$ cat src/rtl/np_pkg.sv
// Shared definitions for the np accumulator processor: default sizes,
// opcode encodings and the control state type.
package np_pkg;

    localparam int DEF_WIDTH    = 32;
    localparam int DEF_ADDRSIZE = 12;

    localparam logic [3:0] OP_HALT  = 4'h0;
    localparam logic [3:0] OP_LOAD  = 4'h1;
    localparam logic [3:0] OP_STORE = 4'h2;
    localparam logic [3:0] OP_ADD   = 4'h3;
    localparam logic [3:0] OP_SUB   = 4'h4;
    localparam logic [3:0] OP_AND   = 4'h5;
    localparam logic [3:0] OP_OR    = 4'h6;
    localparam logic [3:0] OP_XOR   = 4'h7;
    localparam logic [3:0] OP_NOT   = 4'h8;
    localparam logic [3:0] OP_SHL   = 4'h9;
    localparam logic [3:0] OP_SHR   = 4'hA;
    localparam logic [3:0] OP_JMP   = 4'hB;
    localparam logic [3:0] OP_JZ    = 4'hC;
    localparam logic [3:0] OP_JN    = 4'hD;
    localparam logic [3:0] OP_LDI   = 4'hE;
    localparam logic [3:0] OP_NOP   = 4'hF;

    typedef enum logic [2:0] {
        ST_FETCH      = 3'd0,
        ST_FETCH_WAIT = 3'd1,
        ST_EXEC       = 3'd2,
        ST_MEM_WAIT   = 3'd3,
        ST_HALTED     = 3'd4
    } state_t;

endpackage

$ cat src/rtl/np_alu.sv
// Combinational accumulator datapath: produces the new accumulator value for
// every opcode that writes A; other opcodes pass A through unchanged.
module np_alu
    import np_pkg::*;
#(
    parameter int WIDTH = DEF_WIDTH
) (
    input  logic [WIDTH-1:0] a,
    input  logic [WIDTH-1:0] operand,
    input  logic [3:0]       opcode,
    output logic [WIDTH-1:0] result
);

    // Result select; all arithmetic wraps modulo 2^WIDTH.
    always_comb begin
        result = a;
        case (opcode)
            OP_LOAD: result = operand;
            OP_LDI:  result = operand;
            OP_ADD:  result = a + operand;
            OP_SUB:  result = a - operand;
            OP_AND:  result = a & operand;
            OP_OR:   result = a | operand;
            OP_XOR:  result = a ^ operand;
            OP_NOT:  result = ~a;
            OP_SHL:  result = {a[WIDTH-2:0], 1'b0};
            OP_SHR:  result = {1'b0, a[WIDTH-1:1]};
            default: result = a;
        endcase
    end

endmodule

$ cat src/rtl/np_core.sv
// Multicycle accumulator CPU: fetch / decode / execute against one external
// synchronous-read memory. Bus outputs are registered from next-state values.
module np_core
    import np_pkg::*;
#(
    parameter int WIDTH    = DEF_WIDTH,
    parameter int ADDRSIZE = DEF_ADDRSIZE
) (
    input  logic                clk,
    input  logic                reset,
    input  logic [WIDTH-1:0]    dataIn,
    output logic [WIDTH-1:0]    dataOut,
    output logic [ADDRSIZE-1:0] address,
    output logic                wr,
    output logic                halt
);

    state_t              state_r;
    state_t              state_s;
    logic [ADDRSIZE-1:0] pc_r;
    logic [ADDRSIZE-1:0] pc_s;
    logic [3:0]          ir_op_r;
    logic [3:0]          ir_op_s;
    logic [ADDRSIZE-1:0] ir_addr_r;
    logic [ADDRSIZE-1:0] ir_addr_s;
    logic [WIDTH-1:0]    acc_r;
    logic [WIDTH-1:0]    acc_s;
    logic [WIDTH-1:0]    imm_s;
    logic [WIDTH-1:0]    operand_s;
    logic [WIDTH-1:0]    alu_result_s;
    logic [ADDRSIZE-1:0] address_r;
    logic [ADDRSIZE-1:0] address_s;
    logic                wr_r;
    logic                wr_s;
    logic                halt_r;
    logic                halt_s;

    assign imm_s = {{(WIDTH-ADDRSIZE){1'b0}}, ir_addr_r};

    // ALU operand: memory data while waiting on a load, else the zero-extended immediate.
    always_comb begin
        if (state_r == ST_MEM_WAIT) begin
            operand_s = dataIn;
        end else begin
            operand_s = imm_s;
        end
    end

    np_alu #(
        .WIDTH(WIDTH)
    ) u_alu (
        .a      (acc_r),
        .operand(operand_s),
        .opcode (ir_op_r),
        .result (alu_result_s)
    );

    // Next-state, PC, IR and accumulator updates.
    always_comb begin
        state_s   = state_r;
        pc_s      = pc_r;
        ir_op_s   = ir_op_r;
        ir_addr_s = ir_addr_r;
        acc_s     = acc_r;
        case (state_r)
            ST_FETCH: begin
                state_s = ST_FETCH_WAIT;
            end
            ST_FETCH_WAIT: begin
                // Only the opcode and address fields of the instruction word matter.
                ir_op_s   = dataIn[WIDTH-1 -: 4];
                ir_addr_s = dataIn[ADDRSIZE-1:0];
                pc_s      = pc_r + ADDRSIZE'(1);
                state_s   = ST_EXEC;
            end
            ST_EXEC: begin
                case (ir_op_r)
                    OP_HALT:  state_s = ST_HALTED;
                    OP_LOAD:  state_s = ST_MEM_WAIT;
                    OP_ADD:   state_s = ST_MEM_WAIT;
                    OP_SUB:   state_s = ST_MEM_WAIT;
                    OP_AND:   state_s = ST_MEM_WAIT;
                    OP_OR:    state_s = ST_MEM_WAIT;
                    OP_XOR:   state_s = ST_MEM_WAIT;
                    OP_STORE: state_s = ST_FETCH;
                    OP_NOT, OP_SHL, OP_SHR, OP_LDI: begin
                        acc_s   = alu_result_s;
                        state_s = ST_FETCH;
                    end
                    OP_JMP: begin
                        pc_s    = ir_addr_r;
                        state_s = ST_FETCH;
                    end
                    OP_JZ: begin
                        if (acc_r == {WIDTH{1'b0}}) begin
                            pc_s = ir_addr_r;
                        end else begin
                            pc_s = pc_r;
                        end
                        state_s = ST_FETCH;
                    end
                    OP_JN: begin
                        if (acc_r[WIDTH-1]) begin
                            pc_s = ir_addr_r;
                        end else begin
                            pc_s = pc_r;
                        end
                        state_s = ST_FETCH;
                    end
                    OP_NOP:  state_s = ST_FETCH;
                    default: state_s = ST_FETCH;
                endcase
            end
            ST_MEM_WAIT: begin
                acc_s   = alu_result_s;
                state_s = ST_FETCH;
            end
            ST_HALTED: begin
                state_s = ST_HALTED;
            end
            default: begin
                state_s = ST_FETCH;
            end
        endcase
    end

    // Bus values for the cycle being entered, so the outputs can be registered.
    always_comb begin
        case (state_s)
            ST_EXEC:     address_s = ir_addr_s;
            ST_MEM_WAIT: address_s = ir_addr_s;
            default:     address_s = pc_s;
        endcase
        if ((state_s == ST_EXEC) && (ir_op_s == OP_STORE)) begin
            wr_s = 1'b1;
        end else begin
            wr_s = 1'b0;
        end
        if (state_s == ST_HALTED) begin
            halt_s = 1'b1;
        end else begin
            halt_s = 1'b0;
        end
    end

    // State and output registers; reset also kills an in-flight write at once.
    always_ff @(posedge clk or negedge reset) begin
        if (!reset) begin
            state_r   <= ST_FETCH;
            pc_r      <= {ADDRSIZE{1'b0}};
            ir_op_r   <= 4'h0;
            ir_addr_r <= {ADDRSIZE{1'b0}};
            acc_r     <= {WIDTH{1'b0}};
            address_r <= {ADDRSIZE{1'b0}};
            wr_r      <= 1'b0;
            halt_r    <= 1'b0;
        end else begin
            state_r   <= state_s;
            pc_r      <= pc_s;
            ir_op_r   <= ir_op_s;
            ir_addr_r <= ir_addr_s;
            acc_r     <= acc_s;
            address_r <= address_s;
            wr_r      <= wr_s;
            halt_r    <= halt_s;
        end
    end

    assign dataOut = acc_r;
    assign address = address_r;
    assign wr      = wr_r;
    assign halt    = halt_r;

endmodule

$ cat config.mk
export PLATFORM = sky130hd
export DESIGN_NAME = np_core
export DESIGN_NICKNAME = d
export VERILOG_FILES = /design/src/rtl/np_pkg.sv /design/src/rtl/np_alu.sv /design/src/rtl/np_core.sv
export SDC_FILE = /design/constraint.sdc
export NUM_CORES = 1
export LEC_CHECK = 0
export BUFFER_PORTS_ARGS = -buffer_cell sky130_fd_sc_hd__buf_4
export CORE_UTILIZATION = 24
export CTS_BUF_LIST = sky130_fd_sc_hd__clkbuf_8 sky130_fd_sc_hd__clkbuf_16
export DETAILED_ROUTE_END_ITERATION = 16
export GPL_ROUTABILITY_DRIVEN = 0
export PLACE_DENSITY_LB_ADDON = 0.05
export SYNTH_ARGS = -nofsm -noshare
export SYNTH_HDL_FRONTEND = slang
export SYNTH_SLANG_ARGS = --single-unit
$ cat constraint.sdc
create_clock -name clk -period 5.7 [get_ports clk]
set_input_delay 1.425 -clock clk [delete_from_list [all_inputs] [get_ports clk]]
set_output_delay 1.425 -clock clk [all_outputs]
set_load 0.05 [all_outputs]
==> impl_metrics.env <==
export IMPL_drc=0
export IMPL_port_buffers=79
export IMPL_yosysSeqAreaShare_pct=23.1
export IMPL_grt_ovfl_total=0
export IMPL_slowest_delay_ns=0.44
export IMPL_route_vias_total=8205
export IMPL_path_class="primary input to flip-flop"
export IMPL_die_h_um=189
export IMPL_grt_pass1_vias=8308
export IMPL_cts_resized=0
export IMPL_max_cap_viol_count=0
export IMPL_first_pass_iters=5
export IMPL_syn_avg_cell_area_um2=7.78
export IMPL_drt_initial_drc_count=448
export IMPL_h_tree_depth=3
export IMPL_coreArea_um2=33900
export IMPL_synthArstFlopShare_pct=100
export IMPL_relSlewSlack_pct=30.3
export IMPL_netlist_area_um2=8350
export IMPL_cts_buffers=9
export IMPL_clockBufferDepth=2
export IMPL_start_kind="primary input"
export IMPL_endpoint_kind="flip-flop"
export IMPL_finalCritPeriodShare_pct=88.7
export IMPL_postCtsSetupRepairBufs=0
export IMPL_cp_cell_sequence="buf_4 -> nor2_1 -> nand4_1 -> o31ai_2 -> nand3_2 -> nor4_2 -> and2_1 -> or2_2 -> xnor2_1 -> ha_1 -> nand4_1 -> nor4_1 -> nand2_1 -> a21oi_1 -> nor2_1 -> o21ai_0 -> xor2_1 -> a21oi_1 -> o31ai_1"
export IMPL_drive_gt1_share_pct=14.0
export IMPL_synth_top_area_share_pct=23.1
export IMPL_grt_max_degree=49
export IMPL_syn_to_final_growth_pct=16.5
export IMPL_ys_types=89
export IMPL_insertion_delay_ns=0.37
export IMPL_critPathSlowestCell="nor4_1"
export IMPL_rsz0062_at_grt="no"
export IMPL_die_area_um2=35600
export IMPL_postLayoutCellArea_um2=9730
export IMPL_netlist_instances=1073
export IMPL_slew_viol_final=0
export IMPL_wire_per_inst_um=21.0
export IMPL_crit_arrival_ns=5.33
export IMPL_synth_seq_cells=77
export IMPL_holdBufCountCts=0
export IMPL_synth_top_area_cell="dfrtp_1"
export IMPL_status="complete, no violations"
export IMPL_nets=1253
export IMPL_die_w_um=189
export IMPL_fin_crit_ns=5.06
export IMPL_io_pins=80
export IMPL_yosys_cell_count_top_type="nand2_1"
export IMPL_dp_final_hpwl_um=24300
export IMPL_yosys_warnings=0
export IMPL_fmax_ghz=0.198
export IMPL_worstPathRequired_ns=5.97
export IMPL_crit_fanout=7
export IMPL_ys_flop_type="dfrtp_1"
export IMPL_path_clk_slew_ns=0.07
export IMPL_avgViaCountPerCell=5.21
export IMPL_hold_viol=0
export IMPL_drt_wl_total_um=33100
export IMPL_setup_viol=0
export IMPL_synth_top_cells_by_count="160 x nand2_1, 94 x ha_1, 85 x a21oi_1"
export IMPL_synth_edf_count=0
export IMPL_finalClockSkew_ns=0.0161
export IMPL_antenna_found_initial=0
export IMPL_place_area_um2=9450
export IMPL_initial_core_util_pct=24.7
export IMPL_synth_area_leaders="dfrtp_1 23%, ha_1 14%, nand2_1 7.2%"
export IMPL_track_usage_pct=18.9
export IMPL_ant_nets=0
export IMPL_cts_tree="done"
export IMPL_worstMarginPinSlew_ns=1.05
export IMPL_cts_root_buf="clkbuf_16"
export IMPL_worst_path_buf_inv=1
export IMPL_path_delay_family="simple AND/OR/NAND/NOR gates"
export IMPL_hp_class="flip-flop to flip-flop"
export IMPL_grt_pass1_wl_um=51100
export IMPL_rows=67
export IMPL_setup_tns_final_ns=0
export IMPL_cts_sinks=77
export IMPL_antenna_cells=0
export IMPL_syn_nets=1202
[tightest hold or removal path, delay by kind of cell, from the launching register on]
| kind | cells | cell delay (ns) |
|---|---|---|
| DFF | 1 | 0.37 |
| and+or+nand+nor | 2 | 0.14 |
[cells in the final DEF (no fill, tap or decap), types with 5 or more instances in the layout]
master,netlist,layout
xor2_1,16,15
o22ai_1,9,9
o21ai_1,5,5
xnor2_1,40,39
a21oi_1,85,85
mux2i_1,13,13
inv_1,69,69
and3_1,8,8
o2111ai_1,8,8
a221oi_1,39,39
a31oi_1,5,5
o21a_1,6,6
o211ai_1,29,29
nand2_1,160,160
nand2b_1,9,9
mux2_2,5,5
buf_4,0,102
o21ai_0,77,77
clkbuf_16,0,9
nand3_1,17,17
a21o_1,9,9
nor2_1,74,72
nand4_1,7,7
a22oi_1,6,6
nor4_1,13,13
nor3_1,20,19
a22o_1,5,5
ha_1,94,94
dfrtp_1,77,77
a221o_1,6,6
a211oi_1,11,11
[registers in the layout, summed over array words and instances, names as in the netlist]
register and cells:
halt 1, ir_addr_r 12, ir_op_r 4, state_r 3, wr 1, address 12
dataOut 32, pc_r 12
[worst paths after layout]
| kind | from | end | slack [ns] | cells past startpoint |
|---|---|---|---|---|
| max in group asynchronous | reset | address[3] | 3.65 | 2 |
| max | dataIn[14] | dataOut[25] | 0.64 | 19 |
| min in group asynchronous | reset | pc_r[0] | 1.13 | 1 |
| max reg2reg | state_r[2] | dataOut[30] | 0.82 | 17 |
| min | ir_addr_r[6] | ir_addr_r[6] | 0.53 | 2 |
| min reg2reg | ir_addr_r[6] | ir_addr_r[6] | 0.53 | 2 |
[per-layer routing]
layer,routed length [um],vias to the layer above,global-route usage [%]
met5,0,-,0
met4,564,0,5.12
met3,958,27,2.48
met2,15500,164,31.4
met1,16100,4014,25.5
li1,-,4000,-
[cell type report]
cell class	count	area, um2
clock buffers	10	239
clock inverters	5	36.3
inverters	71	267
well taps	448	561
flip-flops and latches	77	1930
multi-input cells	863	5930
fillers	3744	24100
repair buffers	102	766
[through the flow]
stage,worst slack [ns],utilization (%),instances,hold WS (ns)
floorplan,0.944,-,1073,0.478
global placement,0.159,27.9,1561,0.522
detailed placement,0.218,27.9,1561,0.526
CTS,0.587,28.7,1576,0.543
global route,0.216,28.7,1576,0.566
finish,0.645,28.7,1576,0.534
[kinds of logic (layout without fill, tap and decap cells)]
logic type / after synthesis / after routing / share of synthesized area [%]
simple gates: 349 / 349 / 19.6
compound gates: 341 / 341 / 27.5
buf+inv: 133 / 188 / 6.41
fa+ha+maj: 95 / 95 / 14.3
flops: 77 / 77 / 23.1
xor+xnor: 56 / 56 / 5.87
mux: 22 / 22 / 3.22
Power is left out: the tool's default activity adds up to more than one toggle a clock period on the data nets, which glitch-free logic cannot reach.
